**src/rtl/issue_pkg.sv**
```systemverilog
// -----------------------------------------------------------------------------
// issue_pkg
// Shared definitions for the issue arbiter and its CDB reservation shifter:
//   - unit IDs used for both the grant index and the CDB owner code
//   - default issue-to-CDB latencies per execution unit
//   - the reservation slot record {v, owner}
// -----------------------------------------------------------------------------
package issue_pkg;

   localparam logic [1:0] UNIT_INT  = 2'd0;
   localparam logic [1:0] UNIT_LS   = 2'd1;
   localparam logic [1:0] UNIT_MULT = 2'd2;
   localparam logic [1:0] UNIT_DIV  = 2'd3;

   // Divide must remain the longest latency: it sizes the reservation window.
   localparam int DEF_INT_LAT = 1;
   localparam int DEF_LD_LAT  = 2;
   localparam int DEF_MUL_LAT = 4;
   localparam int DEF_DIV_LAT = 7;

   typedef struct packed {
      logic       v;
      logic [1:0] owner;
   } res_slot_t;

endpackage

```
**src/rtl/cdb_reservation_shifter.sv**
```systemverilog
// -----------------------------------------------------------------------------
// cdb_reservation_shifter
// Holds the CDB reservation window res[0..DIV_LAT]; res[k] describes CDB use
// k cycles from now. Each clock the window shifts toward slot 0 and an
// optional new reservation is written at slot (latency-1) of its owner, so a
// grant at cycle t shows up in slot 0 at cycle t+latency.
// Ports:
//   Clk, Rst       clock, asynchronous active-high reset
//   flush          clears the whole window on the next edge (wins over all)
//   ins_valid      write a reservation for ins_owner this edge
//   ins_owner      unit ID being reserved; selects the insertion slot
//   lat_busy[u]    res[latency of unit u].v, indexed by unit ID
//   head           res[0], the registered CDB owner for this cycle
// -----------------------------------------------------------------------------
module cdb_reservation_shifter
   import issue_pkg::*;
#(
   parameter int INT_LAT = DEF_INT_LAT,
   parameter int LD_LAT  = DEF_LD_LAT,
   parameter int MUL_LAT = DEF_MUL_LAT,
   parameter int DIV_LAT = DEF_DIV_LAT
) (
   input  logic       Clk,
   input  logic       Rst,
   input  logic       flush,
   input  logic       ins_valid,
   input  logic [1:0] ins_owner,
   output logic [3:0] lat_busy,
   output res_slot_t  head
);

   localparam int IDX_W = $clog2(DIV_LAT + 1);

   res_slot_t        res [0:DIV_LAT];
   logic [IDX_W-1:0] ins_idx;

   // Insertion slot is one less than the unit's latency because the same edge
   // also shifts the window down by one.
   always_comb begin
      ins_idx = IDX_W'(DIV_LAT - 1);
      case (ins_owner)
         UNIT_INT:  ins_idx = IDX_W'(INT_LAT - 1);
         UNIT_LS:   ins_idx = IDX_W'(LD_LAT - 1);
         UNIT_MULT: ins_idx = IDX_W'(MUL_LAT - 1);
         default:   ins_idx = IDX_W'(DIV_LAT - 1);
      endcase
   end

   // Window register: shift, then overlay the new reservation; a flush drops
   // every pending result including the one being inserted.
   always_ff @(posedge Clk or posedge Rst) begin
      if (Rst) begin
         for (int k = 0; k <= DIV_LAT; k++) res[k] <= '0;
      end else if (flush) begin
         for (int k = 0; k <= DIV_LAT; k++) res[k] <= '0;
      end else begin
         for (int k = 0; k < DIV_LAT; k++) res[k] <= res[k+1];
         res[DIV_LAT] <= '0;
         if (ins_valid) res[ins_idx] <= '{v: 1'b1, owner: ins_owner};
      end
   end

   // Eligibility looks at res[L] before the shift, i.e. the slot a grant this
   // cycle would occupy once the window has moved.
   always_comb begin
      lat_busy            = '0;
      lat_busy[UNIT_INT]  = res[INT_LAT].v;
      lat_busy[UNIT_LS]   = res[LD_LAT].v;
      lat_busy[UNIT_MULT] = res[MUL_LAT].v;
      lat_busy[UNIT_DIV]  = res[DIV_LAT].v;
      head                = res[0];
   end

endmodule

```
**src/rtl/issue_unit_arbiter.sv**
```systemverilog
// -----------------------------------------------------------------------------
// issue_unit_arbiter
// Picks at most one ready issue queue per cycle (round-robin over Int, LS,
// Mult, Div), avoiding CDB collisions via a reservation window and keeping the
// non-pipelined divider from being re-issued while busy.
// Ports:
//   Clk, Rst                  clock, asynchronous active-high reset
//   IssueQue_Ready_*          per-queue "has an issuable entry"
//   IssueQue_Opcode_LS        1 = load (needs CDB), 0 = store (no CDB)
//   RB_Flush_Valid            kills grants now, clears all tracking next edge
//   Issue_*                   combinational one-hot (or zero) grants
//   Cdb_Owner, Cdb_Owner_Val  registered owner of the CDB this cycle
//   Div_Busy                  divider occupied (registered)
// -----------------------------------------------------------------------------
module issue_unit_arbiter
   import issue_pkg::*;
#(
   parameter int INT_LAT = DEF_INT_LAT,
   parameter int LD_LAT  = DEF_LD_LAT,
   parameter int MUL_LAT = DEF_MUL_LAT,
   parameter int DIV_LAT = DEF_DIV_LAT
) (
   input  logic       Clk,
   input  logic       Rst,
   input  logic       IssueQue_Ready_Int,
   input  logic       IssueQue_Ready_LS,
   input  logic       IssueQue_Opcode_LS,
   input  logic       IssueQue_Ready_Mult,
   input  logic       IssueQue_Ready_Div,
   input  logic       RB_Flush_Valid,
   output logic       Issue_Int,
   output logic       Issue_LS,
   output logic       Issue_Mult,
   output logic       Issue_Div,
   output logic [1:0] Cdb_Owner,
   output logic       Cdb_Owner_Val,
   output logic       Div_Busy
);

   localparam int CNT_W = $clog2(DIV_LAT + 1);

   logic [3:0]       lat_busy;
   res_slot_t        head;
   logic [3:0]       eligible;
   logic [1:0]       last_grant;
   logic [1:0]       rr_cand;
   logic             grant_found;
   logic [1:0]       grant_unit;
   logic             ins_valid;
   logic [CNT_W-1:0] div_cnt;
   logic [CNT_W-1:0] div_cnt_next;

   cdb_reservation_shifter #(
      .INT_LAT (INT_LAT),
      .LD_LAT  (LD_LAT),
      .MUL_LAT (MUL_LAT),
      .DIV_LAT (DIV_LAT)
   ) u_res (
      .Clk       (Clk),
      .Rst       (Rst),
      .flush     (RB_Flush_Valid),
      .ins_valid (ins_valid),
      .ins_owner (grant_unit),
      .lat_busy  (lat_busy),
      .head      (head)
   );

   // A store never touches the CDB, so it only needs its queue to be ready.
   always_comb begin
      eligible            = '0;
      eligible[UNIT_INT]  = IssueQue_Ready_Int && !lat_busy[UNIT_INT];
      eligible[UNIT_LS]   = IssueQue_Ready_LS &&
                            (!IssueQue_Opcode_LS || !lat_busy[UNIT_LS]);
      eligible[UNIT_MULT] = IssueQue_Ready_Mult && !lat_busy[UNIT_MULT];
      eligible[UNIT_DIV]  = IssueQue_Ready_Div && !lat_busy[UNIT_DIV] &&
                            (div_cnt == '0);
   end

   // Round-robin search starting just after the previous winner; the fourth
   // candidate wraps back to the previous winner itself.
   always_comb begin
      grant_found = 1'b0;
      grant_unit  = last_grant;
      rr_cand     = last_grant;
      for (int i = 1; i <= 4; i++) begin
         rr_cand = last_grant + 2'(i);
         if (!grant_found && eligible[rr_cand]) begin
            grant_found = 1'b1;
            grant_unit  = rr_cand;
         end
      end
      if (RB_Flush_Valid) grant_found = 1'b0;
   end

   // Grant strobes and reservation request; stores issue without a slot.
   always_comb begin
      Issue_Int  = grant_found && (grant_unit == UNIT_INT);
      Issue_LS   = grant_found && (grant_unit == UNIT_LS);
      Issue_Mult = grant_found && (grant_unit == UNIT_MULT);
      Issue_Div  = grant_found && (grant_unit == UNIT_DIV);
      ins_valid  = grant_found && !((grant_unit == UNIT_LS) && !IssueQue_Opcode_LS);
   end

   // Round-robin pointer; reset value makes Int the first unit searched.
   always_ff @(posedge Clk or posedge Rst) begin
      if (Rst)              last_grant <= UNIT_DIV;
      else if (grant_found) last_grant <= grant_unit;
   end

   // Divider occupancy: loaded with DIV_LAT-1 so the next divide can issue
   // exactly DIV_LAT cycles after the previous one.
   always_comb begin
      div_cnt_next = div_cnt;
      if (Issue_Div)           div_cnt_next = CNT_W'(DIV_LAT - 1);
      else if (div_cnt != '0)  div_cnt_next = div_cnt - 1'b1;
   end

   // Div_Busy is registered alongside the counter so it is glitch-free.
   always_ff @(posedge Clk or posedge Rst) begin
      if (Rst) begin
         div_cnt  <= '0;
         Div_Busy <= 1'b0;
      end else if (RB_Flush_Valid) begin
         div_cnt  <= '0;
         Div_Busy <= 1'b0;
      end else begin
         div_cnt  <= div_cnt_next;
         Div_Busy <= (div_cnt_next != '0);
      end
   end

   assign Cdb_Owner_Val = head.v;
   assign Cdb_Owner     = head.owner;

endmodule

```
**config.mk**
```make
export PLATFORM = sky130hd
export DESIGN_NAME = issue_unit_arbiter
export DESIGN_NICKNAME = d
export VERILOG_FILES = /design/src/rtl/issue_pkg.sv /design/src/rtl/cdb_reservation_shifter.sv /design/src/rtl/issue_unit_arbiter.sv
export SDC_FILE = /design/constraint.sdc
export NUM_CORES = 1
export LEC_CHECK = 0
export CAP_MARGIN = 20
export CORE_MARGIN = 2
export CORE_UTILIZATION = 45
export DETAILED_ROUTE_END_ITERATION = 8
export PLACE_DENSITY = 0.67
export SETUP_SLACK_MARGIN = 0.5
export SLEW_MARGIN = 30
export SYNTH_ARGS = -nofsm -noshare
export SYNTH_HDL_FRONTEND = slang
export SYNTH_SLANG_ARGS = --single-unit
export TNS_END_PERCENT = 10
```
**constraint.sdc**
```tcl
create_clock -name Clk -period 4.69 [get_ports Clk]
set_clock_uncertainty 0.15 [all_clocks]
set_input_delay 1.407 -clock Clk [delete_from_list [all_inputs] [get_ports Clk]]
set_output_delay 1.407 -clock Clk [all_outputs]
set_load 0.01 [all_outputs]
```
==> impl_metrics.json <==
{
  "overflow": 0,
  "hold_path.class": "reg2reg",
  "dieWidth_um": 61.8,
  "clk_latency_ns": 0.34,
  "p_leak_nw": 0.974,
  "die_h_um": 61.8,
  "path_class": "in2out",
  "async_flop_share_pct": 100,
  "ys.flop_type": "dfrtp_1",
  "num_antenna_cells": 0,
  "holdCritStartpoint": "u_res.res[3]",
  "setup_viol": 0,
  "htree_num_levels": 2,
  "clkSinkCount": 30,
  "yosysWarnings": 0,
  "ant_nets": 0,
  "fin_util_pct": 69.4,
  "cts_root_buf": "clkbuf_4",
  "status": "finished, final reports clean",
  "met2_usage_pct": 39.5,
  "viasPerCell": 5.57,
  "worst_ep_required_time_ns": 3.13,
  "dr.pass1.iters": 4,
  "num-nets-final": 201,
  "grtUsageMet1_pct": 25.9,
  "io_buffers": 15,
  "timing.hold.ws_ns": 0.318,
  "grt_usage_pct": 23.3,
  "placed_cell_area_um2": 1840,
  "place_inst": 207,
  "hpwlAfterDp_um": 2340,
  "hold_violations": 0,
  "post-place-ws_ns": -0.370,
  "rr_startpoint": "div_cnt[0]",
  "synth_top_cell_by_area": "dfrtp_1",
  "tritoncts": "done",
  "synth_common_cells": "28 x dfrtp_1, 11 x nor2_1, 11 x nor2b_1",
  "post-synth-top-count-cell": "dfrtp_1",
  "drv_slew": 0,
  "p_total_mw": 1.44,
  "ys_seq_area_share_pct": 50.0,
  "finalNonFillerCells": 232,
  "fmax_mhz": 233,
  "peakVddDrop_v": 0.000250,
  "cts_buffers": 5,
  "r2r_setup_slack_ns": 1.64,
  "synth_cell_types": 40,
  "finish.instance_area_um2": 2170,
  "area_growth_syn_to_layout_pct": 44.2,
  "top_usage_layer": "met2",
  "wl_um": 4090,
  "clockBufferDepth": 2,
  "slew_headroom_pct": 59.2,
  "synth-edff-count": 0,
  "r2r_cells": 13,
  "place.gp.congestion": 0.765,
  "fin_tns_setup_ns": 0,
  "ys_ff_latch": 30,
  "synth.avg_cell_area_um2": 10.9,
  "drc": 0,
  "drive_gt1_share_pct": 41.0,
  "fin_ws_ns": 0.402,
  "max_cap_violations": 0,
  "clkTransAtPathRegs_ns": 0.09,
  "cp-end-kind": "output port",
  "grt_pass1_wl_um": 6210,
  "grt_pass1_vias": 1303,
  "met3_usage_pct": 9.32,
  "drt_iter0_markers": 98,
  "timing.rr.end": "u_res.res[4]",
  "cp-start-kind": "input port",
  "core_um2": 3130,
  "antenna_found_initial": 0,
  "rows": 20,
  "syn-cell-area_um2": 1510,
  "cp_data_arrival_time_ns": 2.73,
  "p_per_area_nw_per_um2": 663,
  "whs_endpoint": "u_res.res[6]",
  "syn_nets": 152,
  "grt_max_degree": 31,
  "synthTopCellsByArea": "dfrtp_1 47%, ha_1 5.0%, nor2b_1 4.6%",
  "tightest_slew_ns": 0.611,
  "wl_per_cell_um": 17.6,
  "ios": 16,
  "yosys.area.top_type_share_pct": 46.6,
  "vias": 1293,
  "dieArea_um2": 3820,
  "syn-instance-count": 138,
  "whs_path_depth": 1,
  "initial_core_util_pct": 48.1,
  "fin_crit_sh_pct": 91.4,
  "path_max_fanout": 3,
  "rsz0062_at_grt": "true",
  "min_period_ns": 4.29
}
how the worst max path moves through the flow:
stage / slack [ns] / from / cells after the start / end
after global routing: 0.35 / IssueQue_Ready_Div / 10 / Issue_Int
final: 0.40 / IssueQue_Opcode_LS / 9 / Issue_Int
after global placement: -0.33 / IssueQue_Ready_LS / 8 / Issue_Mult
after floorplan: 0.51 / IssueQue_Ready_Div / 8 / Issue_Div
after detailed placement: -0.37 / IssueQue_Ready_LS / 8 / Issue_Div
after CTS: 0.42 / IssueQue_Ready_LS / 8 / Issue_Mult
registers in the layout (all words and copies together) (netlist names):
signal	cells
u_res.head	3
u_res.res	17
div_cnt	3
last_grant	2
Div_Busy	1
u_res.lat_busy	4
what timing repair did:
action                                 4_1_cts  5_1_grt
hold buffers                                 0        0
setup endpoints to repair                    4        4
resized for setup                           62        2
pin swaps                                    9        7
endpoints found under the hold margin        0        0
buffers inserted                            12        5
placed cells by master (no fill, tap or decap), types with 2 or more instances in the layout:
cell / n
a2111oi_1: 2
a211oi_1: 5
a21oi_1: 7
a31oi_1: 6
and2_1: 2
and2_4: 3
and3_1: 2
buf_2: 4
buf_4: 28
buf_6: 10
clkbuf_1: 2
clkbuf_4: 5
clkdlybuf4s50_1: 6
dfrtp_1: 28
dfstp_2: 2
ha_1: 2
ha_4: 4
inv_1: 5
inv_2: 2
nand2_1: 3
nand2b_1: 5
nor2_1: 11
nor2b_1: 10
nor4b_1: 3
o21ai_0: 4
o22ai_4: 2
power breakdown:
group / total, mW / leakage, nW / switching (mW) / internal, mW
Sequential: 0.378 / 0.401 / 0.0435 / 0.335
Clock: 0.202 / 0.0395 / 0.0894 / 0.113
Combinational: 0.859 / 0.533 / 0.412 / 0.447
worst max-delay path, stage by stage:
cell and delay [ns]:
buf_2 0.13, a21bo_4 0.24, nor3_4 0.21, a211oi_4 0.07, buf_4 0.15, buf_6 0.11
ha_4 0.15, and2_4 0.14, buf_6 0.11
metal layers:
layer | up-vias | wire length, µm
li1 | 588 | -
met4 | 0 | 100
met5 | - | 0
met1 | 640 | 1620
met3 | 15 | 243
met2 | 50 | 2120
area by class of cell:
type                            instances  area, µm²
Clock buffer                            7       45.0
Clock inverter                          1       30.0
Fill cell                             225        957
Inverter                                8       35.0
Multi-Input combinational cell         92        821
Sequential cell                        30        753
Tap cell                               44       55.1
Timing Repair Buffer                   50        432
kinds of logic after synthesis:
logic type               after synthesis  synth area share (%)
AND/OR/NAND/NOR                       49                  19.5
AO/OA/AOI/OAI                         36                  19.4
flip-flops                            30                  50.0
buffers and inverters                 16                  5.57
adder cells (fa/ha/maj)                6                  4.99
XOR/XNOR                               1                 0.582
Power figures use the tool's default switching activity.
